--- src/rtl/video_fx_pkg.sv ---
// Shared constants and helpers for the video_mixer_fx pipeline.
//   - Luma weights and shift for the BT.601-style mono conversion.
//   - Width of the scanline darkening level.
//   - End-to-end pipeline latency, so benches and neighbours can align.
//   - expand(): widens a left-justified DW-bit colour to 8 bits.
package video_fx_pkg;

  localparam int unsigned LUMA_KR    = 5;
  localparam int unsigned LUMA_KG    = 9;
  localparam int unsigned LUMA_KB    = 2;
  localparam int unsigned LUMA_SHIFT = 4;

  localparam int unsigned SCAN_W     = 4;
  localparam int unsigned PIPE_LAT   = 3;

  // The input value sits in the top dw bits of c_left. Its bits are
  // repeated end-to-end down to bit 0, so full scale maps to 0xFF and
  // zero maps to 0x00 for every depth.
  function automatic logic [7:0] expand(input logic [7:0] c_left, input int dw);
    logic [7:0] e;
    e = '0;
    for (int i = 0; i < 8; i++) begin
      e[3'(7 - i)] = c_left[3'(7 - (i % dw))];
    end
    return e;
  endfunction

endpackage

--- src/rtl/video_fx_scale.sv ---
// Multiply-shift unit for scanline darkening, one per colour channel.
// Ports:
//   c  in  8  colour channel
//   f  in  5  weight in sixteenths, 16 = unity
//   y  out 8  (c * f) >> 4
module video_fx_scale (
  input  logic [7:0] c,
  input  logic [4:0] f,
  output logic [7:0] y
);

  // The product of an 8-bit value and a weight of at most 16 fits in 12
  // bits, and after the shift by 4 it always fits back into 8.
  function automatic logic [7:0] mul_shift(input logic [7:0] v, input logic [4:0] w);
    logic [11:0] p;
    p = 12'(v) * 12'(w);
    return 8'(p >> 4);
  endfunction

  assign y = mul_shift(c, f);

endmodule

--- src/rtl/video_mixer_fx.sv ---
// Scanline / mono video mixer with a fixed 3-cycle pipeline.
// Takes selected RGB + sync/blank, expands colour depth to 8 bits,
// optionally converts to luminance, darkens alternate lines and
// generates a data enable. Every output is delayed by the same 3 cycles.
// Ports:
//   clk_sys                 system clock, rising edge
//   reset_n                 synchronous active-low reset
//   ce_pix                  pixel clock enable, delayed to ce_pix_out
//   R, G, B                 DATA_W-bit input colour
//   HSync, VSync            positive sync pulses
//   HBlank, VBlank          positive blanking
//   mono                    luminance on all three channels
//   scanlines_en            enable scanline darkening
//   scan_level              darkening in sixteenths (0 = none)
//   scan_phase              0 darkens odd lines, 1 darkens even lines
//   ce_pix_out              delayed ce_pix
//   VGA_R, VGA_G, VGA_B     8-bit output colour
//   VGA_HS, VGA_VS, VGA_DE  output sync and data enable
module video_mixer_fx
  import video_fx_pkg::*;
#(
  parameter int DATA_W     = 8,
  parameter bit BLANK_ZERO = 1'b1
) (
  input  logic              clk_sys,
  input  logic              reset_n,
  input  logic              ce_pix,
  input  logic [DATA_W-1:0] R,
  input  logic [DATA_W-1:0] G,
  input  logic [DATA_W-1:0] B,
  input  logic              HSync,
  input  logic              VSync,
  input  logic              HBlank,
  input  logic              VBlank,
  input  logic              mono,
  input  logic              scanlines_en,
  input  logic [3:0]        scan_level,
  input  logic              scan_phase,
  output logic              ce_pix_out,
  output logic [7:0]        VGA_R,
  output logic [7:0]        VGA_G,
  output logic [7:0]        VGA_B,
  output logic              VGA_HS,
  output logic              VGA_VS,
  output logic              VGA_DE
);

  localparam logic [4:0] SCALE_ONE = 5'(1 << SCAN_W);

  function automatic logic [7:0] luma_y(input logic [7:0] r, input logic [7:0] g,
                                        input logic [7:0] b);
    logic [11:0] s;
    s = 12'(LUMA_KR) * 12'(r) + 12'(LUMA_KG) * 12'(g) + 12'(LUMA_KB) * 12'(b);
    return 8'(s >> LUMA_SHIFT);
  endfunction

  logic [7:0] r_left, g_left, b_left;
  logic       hs_q, vs_q, hde_q, toggle;
  logic       hs_fall, vs_fall, hde, hde_rise, hde_fall;
  logic       darken_in, de_next;

  logic [7:0]        r_p0, g_p0, b_p0;
  logic              hs_p0, vs_p0, de_p0, vld_p0, dk_p0, mono_p0;
  logic [SCAN_W-1:0] lvl_p0;

  logic [7:0] r_p1, g_p1, b_p1;
  logic       hs_p1, vs_p1, de_p1, vld_p1;
  logic [4:0] fac_p1;
  logic [7:0] r_sc, g_sc, b_sc;

  logic [7:0] r_p2, g_p2, b_p2;
  logic       hs_p2, vs_p2, de_p2, vld_p2;

  // Left-justify the input so expand() sees the value in its top bits.
  assign r_left = 8'(R) << (8 - DATA_W);
  assign g_left = 8'(G) << (8 - DATA_W);
  assign b_left = 8'(B) << (8 - DATA_W);

  assign hs_fall  = hs_q & ~HSync;
  assign vs_fall  = vs_q & ~VSync;
  assign hde      = ~HBlank;
  assign hde_rise = hde & ~hde_q;
  assign hde_fall = ~hde & hde_q;

  assign darken_in = scanlines_en & (toggle ^ scan_phase) & (scan_level != '0);

  // VBlank is only looked at when the line starts; DE then holds until
  // the line ends, so mid-line VBlank changes wait for the next line.
  always_comb begin
    de_next = de_p0;
    if (hde_rise) begin
      de_next = ~VBlank;
    end else if (hde_fall) begin
      de_next = 1'b0;
    end
  end

  // ---- stage 1: edge detect, line toggle, expand, sample controls ----
  always_ff @(posedge clk_sys) begin
    if (!reset_n) begin
      hs_q    <= 1'b0;
      vs_q    <= 1'b0;
      hde_q   <= 1'b0;
      toggle  <= 1'b0;
      r_p0    <= '0;
      g_p0    <= '0;
      b_p0    <= '0;
      hs_p0   <= 1'b0;
      vs_p0   <= 1'b0;
      de_p0   <= 1'b0;
      vld_p0  <= 1'b0;
      dk_p0   <= 1'b0;
      mono_p0 <= 1'b0;
      lvl_p0  <= '0;
    end else begin
      hs_q  <= HSync;
      vs_q  <= VSync;
      hde_q <= hde;
      // Frame start takes priority so line 0 always begins undarkened
      // relative to scan_phase, even if HSync falls in the same cycle.
      if (vs_fall) begin
        toggle <= 1'b0;
      end else if (hs_fall) begin
        toggle <= ~toggle;
      end
      r_p0    <= expand(r_left, DATA_W);
      g_p0    <= expand(g_left, DATA_W);
      b_p0    <= expand(b_left, DATA_W);
      hs_p0   <= HSync;
      vs_p0   <= VSync;
      de_p0   <= de_next;
      vld_p0  <= ce_pix;
      dk_p0   <= darken_in;
      mono_p0 <= mono;
      lvl_p0  <= scan_level;
    end
  end

  // ---- stage 2: mono conversion, darkening weight ----
  always_ff @(posedge clk_sys) begin
    if (!reset_n) begin
      r_p1   <= '0;
      g_p1   <= '0;
      b_p1   <= '0;
      hs_p1  <= 1'b0;
      vs_p1  <= 1'b0;
      de_p1  <= 1'b0;
      vld_p1 <= 1'b0;
      fac_p1 <= SCALE_ONE;
    end else begin
      if (mono_p0) begin
        r_p1 <= luma_y(r_p0, g_p0, b_p0);
        g_p1 <= luma_y(r_p0, g_p0, b_p0);
        b_p1 <= luma_y(r_p0, g_p0, b_p0);
      end else begin
        r_p1 <= r_p0;
        g_p1 <= g_p0;
        b_p1 <= b_p0;
      end
      hs_p1  <= hs_p0;
      vs_p1  <= vs_p0;
      de_p1  <= de_p0;
      vld_p1 <= vld_p0;
      fac_p1 <= dk_p0 ? (SCALE_ONE - 5'(lvl_p0)) : SCALE_ONE;
    end
  end

  video_fx_scale u_scale_r (.c(r_p1), .f(fac_p1), .y(r_sc));
  video_fx_scale u_scale_g (.c(g_p1), .f(fac_p1), .y(g_sc));
  video_fx_scale u_scale_b (.c(b_p1), .f(fac_p1), .y(b_sc));

  // ---- stage 3: darken, blank forcing, output registers ----
  always_ff @(posedge clk_sys) begin
    if (!reset_n) begin
      r_p2   <= '0;
      g_p2   <= '0;
      b_p2   <= '0;
      hs_p2  <= 1'b0;
      vs_p2  <= 1'b0;
      de_p2  <= 1'b0;
      vld_p2 <= 1'b0;
    end else begin
      if (BLANK_ZERO && !de_p1) begin
        r_p2 <= '0;
        g_p2 <= '0;
        b_p2 <= '0;
      end else begin
        r_p2 <= r_sc;
        g_p2 <= g_sc;
        b_p2 <= b_sc;
      end
      hs_p2  <= hs_p1;
      vs_p2  <= vs_p1;
      de_p2  <= de_p1;
      vld_p2 <= vld_p1;
    end
  end

  assign VGA_R      = r_p2;
  assign VGA_G      = g_p2;
  assign VGA_B      = b_p2;
  assign VGA_HS     = hs_p2;
  assign VGA_VS     = vs_p2;
  assign VGA_DE     = de_p2;
  assign ce_pix_out = vld_p2;

endmodule

--- config.mk ---
export PLATFORM = sky130hd
export DESIGN_NAME = video_mixer_fx
export DESIGN_NICKNAME = d
export VERILOG_FILES = /design/src/rtl/video_fx_pkg.sv /design/src/rtl/video_fx_scale.sv /design/src/rtl/video_mixer_fx.sv
export SDC_FILE = /design/constraint.sdc
export NUM_CORES = 1
export LEC_CHECK = 0
export CAP_MARGIN = 40
export CORE_MARGIN = 1
export CORE_UTILIZATION = 31
export DETAILED_ROUTE_END_ITERATION = 10
export PLACE_DENSITY_LB_ADDON = 0.05
export RECOVER_POWER = 25
export SLEW_MARGIN = 25
export SYNTH_ARGS = -nofsm -noshare
export SYNTH_HDL_FRONTEND = slang
export SYNTH_SLANG_ARGS = --single-unit
--- constraint.sdc ---
create_clock -name clk_sys -period 3.4 [get_ports clk_sys]
set_input_delay 0.34 -clock clk_sys [delete_from_list [all_inputs] [get_ports clk_sys]]
set_output_delay 0.34 -clock clk_sys [all_outputs]
set_load 0.01 [all_outputs]
==> metrics <==
outcome finished, final reports clean; reported max-cap violation count 0; summed instance area of the synthesized netlist just under 5000 um2; slew at the pin closest to its max-slew limit 1.04 ns; dominant combinational cell family by area after synthesis adder cells; DRT antenna net count 0; deepest clock path buffer count 2; share of synthesized area spent on multiplexers 1.20%; drt wl/cell 12.8 um; iteration-0 DRC count of the detailed router 80; via count ~3500; Total Die Area ~16000 um2; total wirelength of the detailed-routed design 10.0 mm; pin count of the biggest net entering global routing 34; Worst R2R Path Depth 11; area added between synthesis and finish 26.4%; Leakage Power roughly 3.2 nW; adder-cell area share of the yosys netlist about a third; critical hold path startpoint vld_p0$_SDFF_PN0_; area post-placement 5790 um2; placeable core area around 15000 um2; vertical die dimension 128 um; remaining design rule violation count 0; cell-by-cell listing of the critical path ha_1, ha_1, inv_1, fa_1, fa_1, inv_1, ha_1, a21o_1, a221oi_2, mux2_4, nand2_1; n_diodes 0; post-synthesis simple-gate area fraction 18.3%; highest routed layer met4; summed negative setup slack over all endpoints 0 ns; Distinct cells, synth 46; highest attainable clock frequency 306 MHz; compound-gate portion of the synthesized area between 10% and 20%; xor/xnor share of the synthesized area 1.96%; cts bufs inserted 9; half-perimeter wire length after detailed placement 8.02 mm; clock sink count slightly above 70; CP Data Required Time 3.68 ns; via count of the first global-routing pass 3504; async set or reset register ratio after synthesis 0%; Max transition margin 30.3%; Die Wd roughly 130 um; initial antenna violation count 0; path type of the worst setup path reg2reg; reg-to-reg slack, setup 0.13 ns; gate count after technology mapping between 400 and 500; TritonCTS clock tree yes; delay-heaviest family, CP adder cells; EDFF count, synth 0; slowest cell on the critical path fa_1; H-Tree Depth 3; root buffer cell clkbuf_16; Crit path arrival time 3.55 ns; post-DR vias/cell 4.46; fraction of post-synthesis cell area in the top cell type by area about 29%; leading cell types by total area after synthesis dfxtp_1 29%, ha_1 20%, fa_1 13%; count of standard-cell rows between 40 and 50; fin area 6210 um2; clock slew seen by the registers of the worst setup and hold paths 0.06 ns; Worst path depth 11; critical path's largest stage delay 0.55 ns; overall overflow remaining after global route 0; crit path launch type flop; #FFs+latches synth 71; leading area contributor after synthesis dfxtp_1; total routing usage reported by global routing 13.4%; min cycle time layout around 3.3 ns; Hold Path Class reg2reg; R2R Path Start r_p0[1]$_SDFF_PN0_; Clock Skews approximately 0.0077 ns; hold path endpoint vld_p1$_SDFF_PN0_; IR Drop Worst-Case VDD 321 uV; detailed-routed wire length on met2 approximately 4.7 mm; cts-stage hold buffer count 0; clk_lat worst skew 0.34 ns; RR Endpoint b_p1[2]$_SDFF_PN0_; largest fanout on the critical path 4; depth of the worst hold-timing path 1; wire length on met1 4.82 mm; register area share after synthesis 29.0%; first-pass iteration count of the detailed router 4; power density of the placed cells 353 nW/um2; share of the clock period used by the worst path a little over nine tenths; starting density of the core 32.1%; buffers added on ports 50; wire length of the first global-routing pass 16.8 mm; metal3 WL 289 um; endpoints failing hold 0; cell occurring most often along the worst timing path ha_1; number of buffer and inverter stages on the critical path 2; Syn Area/Cell 9.94 um2; final net count a little over 700; final weighted congestion in routability-driven placement roughly 0.77; fraction of final layout cells sized beyond drive strength 1 12.6%; setup violation total in the final timing report 0; Synth Warn # 0; setup fix buffers added after clock tree synthesis 0; Pins Over Slew Limit 0; Crit. End Element flop; IO Pins 66; main flop type after synthesis dfxtp_1
## how the worst max path moves through the flow
stage                                    start                  end  slack, ns
after global placement    fac_p1[3]$_SDFF_PN0_  VGA_G[5]$_SDFF_PN0_      -0.02
after floorplan           fac_p1[4]$_SDFF_PN1_  VGA_G[3]$_SDFF_PN0_      0.009
after CTS                   r_p0[1]$_SDFF_PN0_   r_p1[3]$_SDFF_PN0_       0.03
after global routing        r_p1[1]$_SDFF_PN0_  VGA_R[3]$_SDFF_PN0_      -0.01
final                       r_p0[1]$_SDFF_PN0_   b_p1[2]$_SDFF_PN0_       0.13
after detailed placement  fac_p1[3]$_SDFF_PN0_  VGA_G[3]$_SDFF_PN0_      -0.05
## cell usage after synthesis, types with 7 or more instances
cell and count:
a211o_1 9, a21o_1 11, a21oi_1 9, and2_1 63, and3_1 8, clkbuf_1 10
dfxtp_1 71, fa_1 31, ha_1 78, inv_1 54, nand2_1 34, nand3b_1 7
nor2_1 14, o21ai_0 11, xnor2_1 8
## power breakdown
group	internal (W)	switching [W]
registers	0.000865	0.0000287
clock network	0.000578	0.000399
logic	0.000159	0.000158
## layout by cell type, fill, tap and decap left out, types with 9 or more instances in the layout
master           netlist  final
a211o_1                9      9
a21o_1                11     11
and2_1                63     62
buf_4                  3     23
clkbuf_16              0      9
clkdlybuf4s50_1        0     35
dfxtp_1               71     65
dlygate4sd3_1          0     15
fa_1                  31     31
ha_1                  78     75
inv_1                 54     54
nand2_1               34     33
nor2_1                14     14
o21ai_0               11     11
## registers in the layout, indices dropped and copies added (netlist names), 4 cells and up
register and cells:
VGA_B 7, VGA_G 7, VGA_R 7, b_p1 5
fac_p1 5, b_p0 4, g_p0 4, g_p1 4
lvl_p0 4, r_p0 4, r_p1 4
## layer usage
metal  global-route usage [%]  vias up
li1                         -     1797
met1                     16.7     1633
met2                     22.5       49
met3                     2.71       11
met4                     5.88        0
met5                        0        -
## area by class of cell
| class | instances | area (um2) |
|---|---|---|
| Inverter | 54 | 203 |
| Fill cell | 1545 | 9110 |
| Multi-Input combinational cell | 355 | 3310 |
| Clock inverter | 7 | 80.1 |
| Sequential cell | 71 | 1430 |
| Tap cell | 211 | 264 |
| Timing Repair Buffer | 75 | 688 |
| Clock buffer | 9 | 225 |
## kinds of logic (layout without fill, tap and decap cells)
| logic type | count (synthesis) | after routing |
|---|---|---|
| flip-flops | 71 | 71 |
| buffers and inverters | 70 | 145 |
| other | 1 | 3 |
| XOR/XNOR | 11 | 11 |
| multiplexers | 5 | 5 |
| AO/OA/AOI/OAI | 69 | 69 |
| AND/OR/NAND/NOR | 158 | 158 |
| adder cells (fa/ha/maj) | 109 | 109 |
## metrics by stage
step / hold slack (ns) / total power [W] / instances / worst slack, ns / util [%]
final: 0.434 / 0.00219 / 782 / 0.128 / 40.5
after global routing: 0.465 / 0.00232 / 782 / -0.0130 / 40.5
after CTS: 0.437 / 0.00223 / 782 / 0.0279 / 39.8
after detailed placement: 0.421 / 0.00123 / 766 / -0.0472 / 37.8
after global placement: 0.412 / 0.00122 / 766 / -0.0180 / 37.8
after floorplan: 0.412 / 0.00112 / 496 / 0.00886 / -
## what timing repair did
action	4_1_cts	5_1_grt
setup endpoints to repair	5	16
resized for setup	3	22
pin swaps	0	5
(Power assumes the default switching activity.)
